### src/rtl/sha256_pkg.sv
// Shared widths and FSM encoding for the digest streaming controller.
package sha256_pkg;

    localparam int WORD_W = 32;
    localparam int NWORDS = 8;
    localparam int IDX_W  = 3;

    typedef enum logic {
        IDLE = 1'b0,
        SEND = 1'b1
    } state_t;

endpackage

### src/rtl/digest_word_sel.sv
// Combinational word selector: picks word idx from a packed digest, word 0 in the MSBs.
module digest_word_sel #(
    parameter int WORD_W = sha256_pkg::WORD_W,
    parameter int NWORDS = sha256_pkg::NWORDS,
    parameter int IDX_W  = sha256_pkg::IDX_W
) (
    input  logic [WORD_W*NWORDS-1:0] digest,
    input  logic [IDX_W-1:0]         idx,
    output logic [WORD_W-1:0]        word
);

    logic [WORD_W-1:0] words_s [NWORDS];

    for (genvar i = 0; i < NWORDS; i++) begin : g_split
        assign words_s[i] = digest[(NWORDS-1-i)*WORD_W +: WORD_W];
    end

    // Index into the unpacked word array
    always_comb begin
        word = words_s[idx];
    end

endmodule

### src/rtl/digest_stream_ctrl.sv
// Streams wide digests out one word at a time, with a one-deep pending queue
// so a following digest can start on the cycle after the previous last word.
module digest_stream_ctrl
    import sha256_pkg::state_t;
    import sha256_pkg::IDLE;
    import sha256_pkg::SEND;
    import sha256_pkg::IDX_W;
#(
    parameter int WORD_W = sha256_pkg::WORD_W,
    parameter int NWORDS = sha256_pkg::NWORDS
) (
    input  logic                     clk,
    input  logic                     rst_n,
    input  logic                     dig_valid,
    output logic                     dig_ready,
    input  logic [WORD_W*NWORDS-1:0] dig_data,
    output logic                     out_valid,
    input  logic                     out_ready,
    output logic [WORD_W-1:0]        out_data,
    output logic [IDX_W-1:0]         out_idx,
    output logic                     out_last,
    input  logic                     abort,
    output logic                     busy
);

    localparam int DW = WORD_W * NWORDS;
    localparam logic [IDX_W-1:0] LAST_IDX = IDX_W'(NWORDS - 1);
    localparam logic [IDX_W-1:0] ONE_IDX  = IDX_W'(1);

    state_t            state_r;
    logic [DW-1:0]     active_r;
    logic [DW-1:0]     pend_r;
    logic              pend_full_r;
    logic [IDX_W-1:0]  cnt_r;
    logic [WORD_W-1:0] sel_word_s;
    logic              accept_s;
    logic              xfer_s;
    logic              last_xfer_s;

    digest_word_sel #(
        .WORD_W (WORD_W),
        .NWORDS (NWORDS),
        .IDX_W  (IDX_W)
    ) u_word_sel (
        .digest (active_r),
        .idx    (cnt_r),
        .word   (sel_word_s)
    );

    assign dig_ready   = ~pend_full_r & ~abort;
    assign accept_s    = dig_valid & dig_ready;
    assign xfer_s      = (state_r == SEND) & out_ready;
    assign last_xfer_s = xfer_s & (cnt_r == LAST_IDX);

    assign out_valid = (state_r == SEND);
    assign out_idx   = cnt_r;
    assign out_last  = (state_r == SEND) & (cnt_r == LAST_IDX);
    assign busy      = (state_r == SEND) | pend_full_r;

    // Hold out_data at zero while idle rather than exposing stale buffer content
    always_comb begin
        if (state_r == SEND) begin
            out_data = sel_word_s;
        end else begin
            out_data = {WORD_W{1'b0}};
        end
    end

    // Buffer, counter and FSM update; abort beats any simultaneous handshake
    always_ff @(posedge clk or negedge rst_n) begin
        if (!rst_n) begin
            state_r     <= IDLE;
            active_r    <= {DW{1'b0}};
            pend_r      <= {DW{1'b0}};
            pend_full_r <= 1'b0;
            cnt_r       <= {IDX_W{1'b0}};
        end else if (abort) begin
            state_r     <= IDLE;
            active_r    <= {DW{1'b0}};
            pend_r      <= {DW{1'b0}};
            pend_full_r <= 1'b0;
            cnt_r       <= {IDX_W{1'b0}};
        end else begin
            case (state_r)
                IDLE: begin
                    if (accept_s) begin
                        active_r <= dig_data;
                        cnt_r    <= {IDX_W{1'b0}};
                        state_r  <= SEND;
                    end
                end
                SEND: begin
                    if (last_xfer_s) begin
                        cnt_r <= {IDX_W{1'b0}};
                        // dig_ready is low whenever pending is full, so no accept here
                        if (pend_full_r) begin
                            active_r    <= pend_r;
                            pend_r      <= {DW{1'b0}};
                            pend_full_r <= 1'b0;
                        end else if (accept_s) begin
                            active_r <= dig_data;
                        end else begin
                            active_r <= {DW{1'b0}};
                            state_r  <= IDLE;
                        end
                    end else begin
                        if (xfer_s) begin
                            cnt_r <= cnt_r + ONE_IDX;
                        end
                        if (accept_s) begin
                            pend_r      <= dig_data;
                            pend_full_r <= 1'b1;
                        end
                    end
                end
                default: begin
                    state_r     <= IDLE;
                    active_r    <= {DW{1'b0}};
                    pend_r      <= {DW{1'b0}};
                    pend_full_r <= 1'b0;
                    cnt_r       <= {IDX_W{1'b0}};
                end
            endcase
        end
    end

endmodule

### config.mk
export PLATFORM = sky130hd
export DESIGN_NAME = digest_stream_ctrl
export DESIGN_NICKNAME = d
export VERILOG_FILES = /design/src/rtl/sha256_pkg.sv /design/src/rtl/digest_word_sel.sv /design/src/rtl/digest_stream_ctrl.sv
export SDC_FILE = /design/constraint.sdc
export NUM_CORES = 1
export LEC_CHECK = 0
export BUFFER_PORTS_ARGS = -buffer_cell sky130_fd_sc_hd__buf_2
export CAP_MARGIN = 20
export CELL_PAD_IN_SITES_DETAIL_PLACEMENT = 1
export CELL_PAD_IN_SITES_GLOBAL_PLACEMENT = 1
export CORE_MARGIN = 2
export CORE_UTILIZATION = 30
export CTS_CLUSTER_DIAMETER = 60
export DETAILED_ROUTE_END_ITERATION = 12
export PLACE_DENSITY_LB_ADDON = 0.15
export SYNTH_ARGS = -nofsm -noshare
export SYNTH_HDL_FRONTEND = slang
export SYNTH_HIERARCHICAL = 1
export SYNTH_SLANG_ARGS = --single-unit
### constraint.sdc
create_clock -name clk -period 6 [get_ports clk]
set_input_delay 0 -clock clk [delete_from_list [all_inputs] [get_ports clk]]
set_output_delay 0 -clock clk [all_outputs]
set_load 0.02 [all_outputs]
After elaboration in Yosys (flattened, before gate mapping)
Index checks and enable logic that the tools add are counted.
{"block": "word_totals", "in_bits": 261, "out_inout_bits": 39, "regBits": 517}
{"block": "op_classes", "n_reduce_logical": 6, "order_cmp": 1, "n_mux": 28, "n_eq_ne": 5, "bitwise_logic": 10, "n_addsub": 1}
{"cell": "$mux W256", "n": 9}
{"cell": "$pmux W256 S2", "n": 1}
{"cell": "$bmux W32 S3", "n": 1}
{"cell": "$mux W32", "n": 3}
{"cell": "$mux W3", "n": 4}
{"cell": "$mux W1", "n": 8}
{"cell": "$ne A3 B3 Y1 const B", "n": 2}
{"cell": "$pmux W3 S2", "n": 1}
{"cell": "$reduce_and A2 Y1", "n": 3}
{"cell": "$and A1 B1 Y1", "n": 5}
{"cell": "$ge A4 B4 Y1 const B", "n": 1}
{"cell": "$ne A4 B2 Y1 const B", "n": 1}
{"cell": "$not A3 Y4", "n": 1}
{"cell": "$add A3 B1 Y3 const B", "n": 1}
{"cell": "$eq A3 B3 Y1 const B", "n": 1}
{"cell": "$ne A3 B2 Y1 const B", "n": 1}
{"cell": "$not A1 Y1", "n": 3}
{"cell": "$reduce_and A3 Y1", "n": 1}
{"cell": "$reduce_bool A3 Y1", "n": 1}
{"cell": "$pmux W1 S2", "n": 1}
{"cell": "$reduce_bool A2 Y1", "n": 1}
{"cell": "$or A1 B1 Y1", "n": 1}

Longest topological paths before layout
Gate-level depths: netlist of the first run.
{"block": "logic_depth", "depth_word": 8, "ltp_mapped": 8}

Modules after synthesis
Netlist of the first run, hierarchy kept.
{"mod": "digest_stream_ctrl", "seq_area_each_um2": 12937.4, "instances": 1, "cells_each": 1527, "area_each_um2": 20796.2}
{"mod": "digest_word_sel", "seq_area_each_um2": 0.0, "instances": 1, "cells_each": 114, "area_each_um2": 2073.2}

Least setup slack after synthesis of the first run
Ideal clock, no wire load.
{"block": "synth_path", "path_kind": "flip-flop to flip-flop", "from": "register cnt_r[0] (netlist: out_idx[0])", "to": "register pend_r[100]", "setup_ns": 0.065, "arrival_ns": 1.991, "path_stages_with_launch": 9, "slack_ns": 3.943, "path_cell_list": "dfrtp_1 > ha_1 > ha_1 > nand2_1 > mux2_4 > a21oi_4 > buf_6 > buf_6 > a22o_1"}
{"block": "synth_between", "elab_chain_len": 5, "word_cells_on_any_way": 8}
{"item": "start, declared", "line_no": "digest_stream_ctrl.sv:34", "rtl": "logic [IDX_W-1:0] cnt_r;"}
{"item": "start signal, assigned", "line_no": "digest_stream_ctrl.sv:76", "rtl": "cnt_r <= {IDX_W{1'b0}};"}
{"item": "start signal, assigned", "line_no": "digest_stream_ctrl.sv:82", "rtl": "cnt_r <= {IDX_W{1'b0}};"}
{"item": "start signal, assigned", "line_no": "digest_stream_ctrl.sv:88", "rtl": "cnt_r <= {IDX_W{1'b0}};"}
{"item": "$eq A3 B3 Y1 (*)", "line_no": "digest_stream_ctrl.sv:53", "rtl": "assign last_xfer_s = xfer_s & (cnt_r == LAST_IDX);"}
{"item": "$and A1 B1 Y1 (*)", "line_no": "digest_stream_ctrl.sv:53"}
{"item": "$mux W256", "line_no": "digest_stream_ctrl.sv:93", "rtl": "if (last_xfer_s) begin"}
{"item": "$mux W256", "line_no": "digest_stream_ctrl.sv:84", "rtl": "case (state_r)"}
{"item": "$mux W256", "line_no": "digest_stream_ctrl.sv:77", "rtl": "end else if (abort) begin"}
{"item": "end signal, assigned", "line_no": "digest_stream_ctrl.sv:74", "rtl": "pend_r <= {DW{1'b0}};"}
{"item": "end signal, assigned", "line_no": "digest_stream_ctrl.sv:80", "rtl": "pend_r <= {DW{1'b0}};"}
{"item": "end signal, assigned", "line_no": "digest_stream_ctrl.sv:98", "rtl": "pend_r <= {DW{1'b0}};"}
{"item": "end, declared", "line_no": "digest_stream_ctrl.sv:32", "rtl": "logic [DW-1:0] pend_r;"}
Mark *: on every way between the ends. The rest lies on a longest branch, timed or not. The select of a mux whose other input is x is not followed.
A chain may end at the register's enable or synchronous reset.

Final worst setup path of the first run
{"block": "layout_path", "from": "register cnt_r[0] (netlist: out_idx[0])", "to": "output out_data[13]"}
{"block": "layout_between", "elab_chain_len": 5}
{"item": "$not A3 Y4 (implied by the code)", "line_no": "digest_word_sel.sv:20", "rtl": "word = words_s[idx];"}
{"item": "$bmux W32 S3", "line_no": "digest_word_sel.sv:20"}
{"item": "$mux W32 (implied by the code) (2 in a row)", "line_no": "digest_word_sel.sv:20"}
{"item": "net sel_word_s[13]", "line_no": "digest_stream_ctrl.sv:35", "rtl": "logic [WORD_W-1:0] sel_word_s;"}
{"item": "$mux W32", "line_no": "digest_stream_ctrl.sv:62", "rtl": "if (state_r == SEND) begin"}
{"item": "end, declared", "line_no": "digest_stream_ctrl.sv:19", "rtl": "output logic [WORD_W-1:0] out_data,"}
The timed path passes the listed nets, and every way through them passes these cells. The select of a mux whose other input is x is not followed.

==> results of run 1 <==
-- Yosys cell counts, drive strengths merged --
cell / n
o21bai: 2
a21bo: 1
o21ai: 1
o2bb2ai: 256
nand2: 1
and4b: 1
nor2: 7
and2: 34
a22oi: 258
and3: 1
or2: 1
mux4: 64
buf: 162
a21oi: 4
nand4b: 1
mux2: 35
nor3: 1
dfrtp: 517
inv: 1
nand2b: 1
clkbuf: 32
a22o: 256
nor2b: 1
ha: 2
mux2i: 1
-- where the power goes --
| group | total, µW | internal [µW] | switching, µW |
|---|---|---|---|
| Sequential | 3780 | 3660 | 117 |
| Combinational | 1020 | 430 | 594 |
| Clock | 3740 | 2230 | 1510 |
-- layer usage --
layer	GRT usage	up-vias	wire length (µm)	share of wire
li1	-	7610	-	-
met1	0.297	9310	37900	0.45
met2	0.325	468	38700	0.46
met3	0.0497	116	5090	0.061
met4	0.0569	16	2160	0.026
met5	0	-	94	0.0011
-- per-stage QoR --
step	total power [µW]	util
2_1_floorplan	4300	-
3_3_place_gp	4710	0.328
3_5_place_dp	4730	0.328
4_1_cts	8670	0.389
5_1_grt	8910	0.389
6_report	8540	0.389
-- path summary, 6_finish.rpt --
path | end | slack, ns | from | cells after the start
worst max register to register | pend_r[140]$_DFFE_PN0P_ | 2.35 | out_idx[1]$_DFFE_PN0P_ | 7
min in group clk | pend_r[179]$_DFFE_PN0P_ | 0.15 | dig_data[179] | 3
worst min register to register | active_r[223]$_DFFE_PN0P_ | 0.48 | active_r[223]$_DFFE_PN0P_ | 1
worst max-delay path | out_data[13] | 2.27 | out_idx[0]$_DFFE_PN0P_ | 5
worst min-delay path | pend_r[147]$_DFFE_PN0P_ | -0.02 | rst_n | 2
max in group asynchronous | out_idx[2]$_DFFE_PN0P_ | 4.31 | rst_n | 3
-- final cells by class --
cell class / count / area [µm²]
fill: 7856 / 46200
sequential: 517 / 12900
multi-input combinational: 929 / 8830
timing repair buffer: 583 / 4430
clock buffer: 85 / 1750
tap: 978 / 1220
clock inverter: 23 / 262
antenna: 6 / 15.0
inverter: 1 / 3.75
-- registers in the layout (all words and copies together) (netlist names) --
name and count:
pend_full_r 1, active_r 256, pend_r 256, out_idx 3, out_valid 1
-- kinds of logic (layout without fill, tap and decap cells) --
family | Yosys count | in the layout | share of synthesized area
buffers and inverters | 195 | 692 | 0.0496
other | 0 | 6 | 0
AO/OA/AOI/OAI | 778 | 778 | 0.283
flip-flops | 517 | 517 | 0.566
multiplexers | 100 | 100 | 0.0874
adder cells (fa/ha/maj) | 2 | 2 | 0.00109
AND/OR/NAND/NOR | 49 | 49 | 0.0127
==> metrics, run 1 <==
Max VDD drop 0.245 mV; P&R area growth vs syn 28.8%; post-synthesis cell area 0.0229 mm²; final WL 83,900 µm; Max-slew headroom 0.262; layout cells sized above 1 0.228; crit path kind flip-flop to output pin; Fin Hold WS -0.0179 ns; CTS resizes 0; commonest non-fill, non-tap cell in the layout dfrtp_1; DRC 0; Crit path arrival time 3.73 ns; crit-path cells buf_4, mux4_1, mux2_2, and2_1, buf_2; delay-heaviest family, CP multiplexers; Crit path buffers/inverters 2; PD cells 290 mW/mm²; final worst-path cycle share 0.622; Worst setup SP type flip-flop; max-cap violation count 0; Final setup viols 0; DRT iter0 DRCs 1,370; CTS clk-pin slew, worst paths 0.06 ns; post-detail-place hpwl 50,900 µm; status finished, violations left; total I/O pin count 300; Fin. Hold Viols 3; TritonCTS clock tree done; row count 101; total CTS buffers 60; fin cells 3,122; Crit. End Element output pin; largest net degree at the start of global routing 193; clk_lat worst skew 0.61 ns; slowest CP cell dfrtp_4; Core Footprint 0.0757 mm²; RSZ-0062 raised after global routing no; cts hold-fix bufs 261; placed instance area 0.0248 mm²; Vias 17.5k; Syn. warnings 6; Max Buffers Root-to-Sink 3; first-pass GRT wire length 125,000 µm; Syn Nets 1,904; most frequent cells in the layout dfrtp_1 (514), buf_2 (298), dlygate4sd3_1 (261); slowest cell delay on critical path 0.86 ns; Area contributors post-synth dfrtp_1 (57%), a22o_1 (9.8%), o2bb2ai_1 (9.8%); Yosys top cell by area dfrtp_1; WP data required 6.00 ns; failing checks hold timing; nets 2,355; Layout Cell Area excl Fill 0.0295 mm²; Syn Area/Cell 13.9 µm²; Max Clk Rate 0.268 GHz; Mapped Cells 1,641; Clock Root Buffer clkbuf_16; Die W 280 µm; Leak 0.0135 µW; die height 280 µm; Max FO, Critical Path 35; min setup slack post-route 2.27 ns; Pre-Repair DR Iteration Count 6; clk sink count 517; post-synth top area share 0.566; Post-CTS Setup Inserts 0; Worst Skew 0.0142 ns; vias in the first global route 18.6k; Distinct cells, synth 30; initial core utilization 0.302; max-slew violations 0; Die ar. 0.0785 mm²; DR vias/cell 5.61; global placement routability congestion 0.789; Placed Cells 2,747; pre-CTS WS 2.39 ns; Hold Crit Class input pin to async pin; # H-tree levels 2; Wirelength per Cell 26.9 µm; IO Port Bufs 299; Total Routing Usage GR 0.211; minimum clock period 3.73 ns; antenna violations before repair 24; ANT nets after route 0; sequential share of the synthesized area 0.566; total grt overflow 0; Yosys reg bits 517; total negative slack 0 ns; Worst-Margin Slew 1.11 ns
(Power assumes the default switching activity.)
==> run 2: changes to the inputs <==
==> constraint.sdc (replaced) <==
create_clock -name clk -period 3.9 [get_ports clk]
set_input_delay 0 -clock clk [delete_from_list [all_inputs] [get_ports clk]]
set_output_delay 0 -clock clk [all_outputs]
set_load 0.02 [all_outputs]
==> run 2 against run 1 <==
Sequential power increased by 54%. Clock skew increased by 0.0083 ns. Global-route usage increased by 0.77 points. Critical path depth unchanged. Power increased by 62%. Count of clock-buffer cells in the layout increased by 10. The run now ends clean. Hold slack improved by 0.026 ns. Clock power increased by 71%. Register-to-register slack got worse by 1.3 ns. Design area increased by 2.1%.
==> metrics, run 2 (synthesis gave the netlist of run 1 again) <==
post-detail-place hpwl 53,900 µm (+5.9%); slowest cell delay on critical path 0.81 ns (-0.05 ns); CTS resizes 0 (unchanged); global placement routability congestion 0.793 (+0.44%); CTS clk-pin slew, worst paths 0.06 ns (about the same); DRC 0 (unchanged); initial core utilization 0.302 (unchanged); Max Buffers Root-to-Sink 3 (unchanged); max-cap violation count 0 (unchanged); Crit path arrival time 3.38 ns (-0.35 ns); ANT nets after route 0 (unchanged); Crit path buffers/inverters 2 (unchanged); Hold Crit Class input pin to async pin; Crit. End Element output pin; R2R Setup Slk 1.08 ns (-1.27 ns); Max FO, Critical Path 45 (+29%); Die W 280 µm (unchanged); P&R area growth vs syn 31.5%; post-layout util 0.397 (+0.00830); first-pass GRT wire length 129,000 µm (+2.8%); PD cells 460 mW/mm² (+59%); minimum clock period 3.38 ns; most frequent cells in the layout dfrtp_1 (514), buf_2 (298), dlygate4sd3_1 (261); status complete, no violations; row count 101 (unchanged); WP data required 3.90 ns (-2.10 ns); Pre-Repair DR Iteration Count 7 (+1); RSZ-0062 raised after global routing no; commonest non-fill, non-tap cell in the layout dfrtp_1; Post-CTS Setup Inserts 0 (unchanged); crit path launch out_idx[0]$_DFFE_PN0P_; die height 280 µm (unchanged); min setup slack post-route 0.518 ns (-1.75 ns); Fin. Hold Viols 0 (-3); clk_lat worst skew 0.61 ns (about the same); total grt overflow 0 (unchanged); pre-CTS WS 1.10 ns (-1.29 ns); total negative slack 0 ns (unchanged); Worst-Margin Slew 0.898 ns (-0.210 ns); nets 2,393 (+1.6%); vias in the first global route 19.2k (+3.0%); Total Routing Usage GR 0.218 (+0.00767); crit path kind flip-flop to output pin; Final setup viols 0 (unchanged); Worst Reg2Reg Path Length in Cells 7 (unchanged); Leak 0.0138 µW (+2.4%); slowest CP cell mux4_1; Max-slew headroom 0.402 (+0.140); delay-heaviest family, CP multiplexers; max-slew violations 0 (unchanged); clk sink count 517 (unchanged); Die ar. 0.0785 mm² (unchanged); R2R Path End pend_r[173]$_DFFE_PN0P_; r2r startpoint out_idx[0]$_DFFE_PN0P_; Wirelength per Cell 27.2 µm (+1.1%); final WL 85,900 µm (+2.4%); crit-path cells buf_12, mux4_1, mux2_2, and2_1, buf_2; antenna violations before repair 21 (-13%); largest net degree at the start of global routing 147 (-24%); cts hold-fix bufs 261 (unchanged); Max Clk Rate 0.296 GHz; layout cells sized above 1 0.243 (+0.0143); IO Port Bufs 299 (unchanged); Worst Skew 0.0225 ns (+0.00827 ns); # H-tree levels 3 (+1); Vias 17.8k (+1.9%); DRT iter0 DRCs 1,306 (-4.7%); DR vias/cell 5.65 (+0.61%); total I/O pin count 300 (unchanged); final worst-path cycle share 0.867; Worst setup SP type flip-flop; TritonCTS clock tree done; total CTS buffers 69 (+15%); Clock Root Buffer clkbuf_16; Core Footprint 0.0757 mm² (unchanged); Max VDD drop 0.268 mV (+9.5%)
## run 2: cell types whose count changed in the layout (fill, tap and decap cells not counted), sizes merged
cell      before  now
buf          322  351
clkbuf        85   95
inv            2    8
clkinvlp       6    3
bufinv         5    3
clkinv        11   10
## run 2: power by group
part	leakage, µW	internal [µW]	total (µW)	switching, µW
Combinational	0.00565	700	1630	931
Sequential	0.00707	5640	5820	185
Clock	0.00111	3820	6400	2580
Total	0.0138	10200	13800	3690
## run 2: worst max path at each step
stage / to / cells after the start
floorplan: pend_r[100]$_DFFE_PN0P_ / 8
global placement: out_data[15] / 5
detailed placement: pend_r[14]$_DFFE_PN0P_ / 7
CTS: out_data[15] / 5
global route: out_data[21] / 5
finish: out_data[21] / 5
## run 2: layout make-up
class	count	area (µm²)
Antenna cell	6	15.0
Timing Repair Buffer	612	4800
Inverter	1	3.75
Tap cell	978	1220
Multi-Input combinational cell	929	8830
Clock inverter	23	262
Clock buffer	95	2010
Sequential cell	517	12900
Fill cell	7770	45600
## run 2: layer usage
metal	share of wire	GRT usage	vias up	routed length (µm)
met5	0.0010	0	-	88
met4	0.036	0.0804	14	3100
met3	0.054	0.0441	156	4680
met2	0.44	0.327	527	38100
met1	0.46	0.312	9457	39900
li1	-	-	7693	-
## run 2: stage by stage
stage / power, µW / std cells / instance area (µm²) / hold WS [ns]
3_5_place_dp: 7330 / 2776 / 25200 / 0.117
2_1_floorplan: 6620 / 1641 / 22900 / -0.296
3_3_place_gp: 7310 / 2776 / 25200 / 0.136
4_1_cts: 14000 / 3155 / 30100 / 0.0571
5_1_grt: 14400 / 3157 / 30100 / 0.0542
6_report: 13800 / 3161 / 30100 / 0.00838
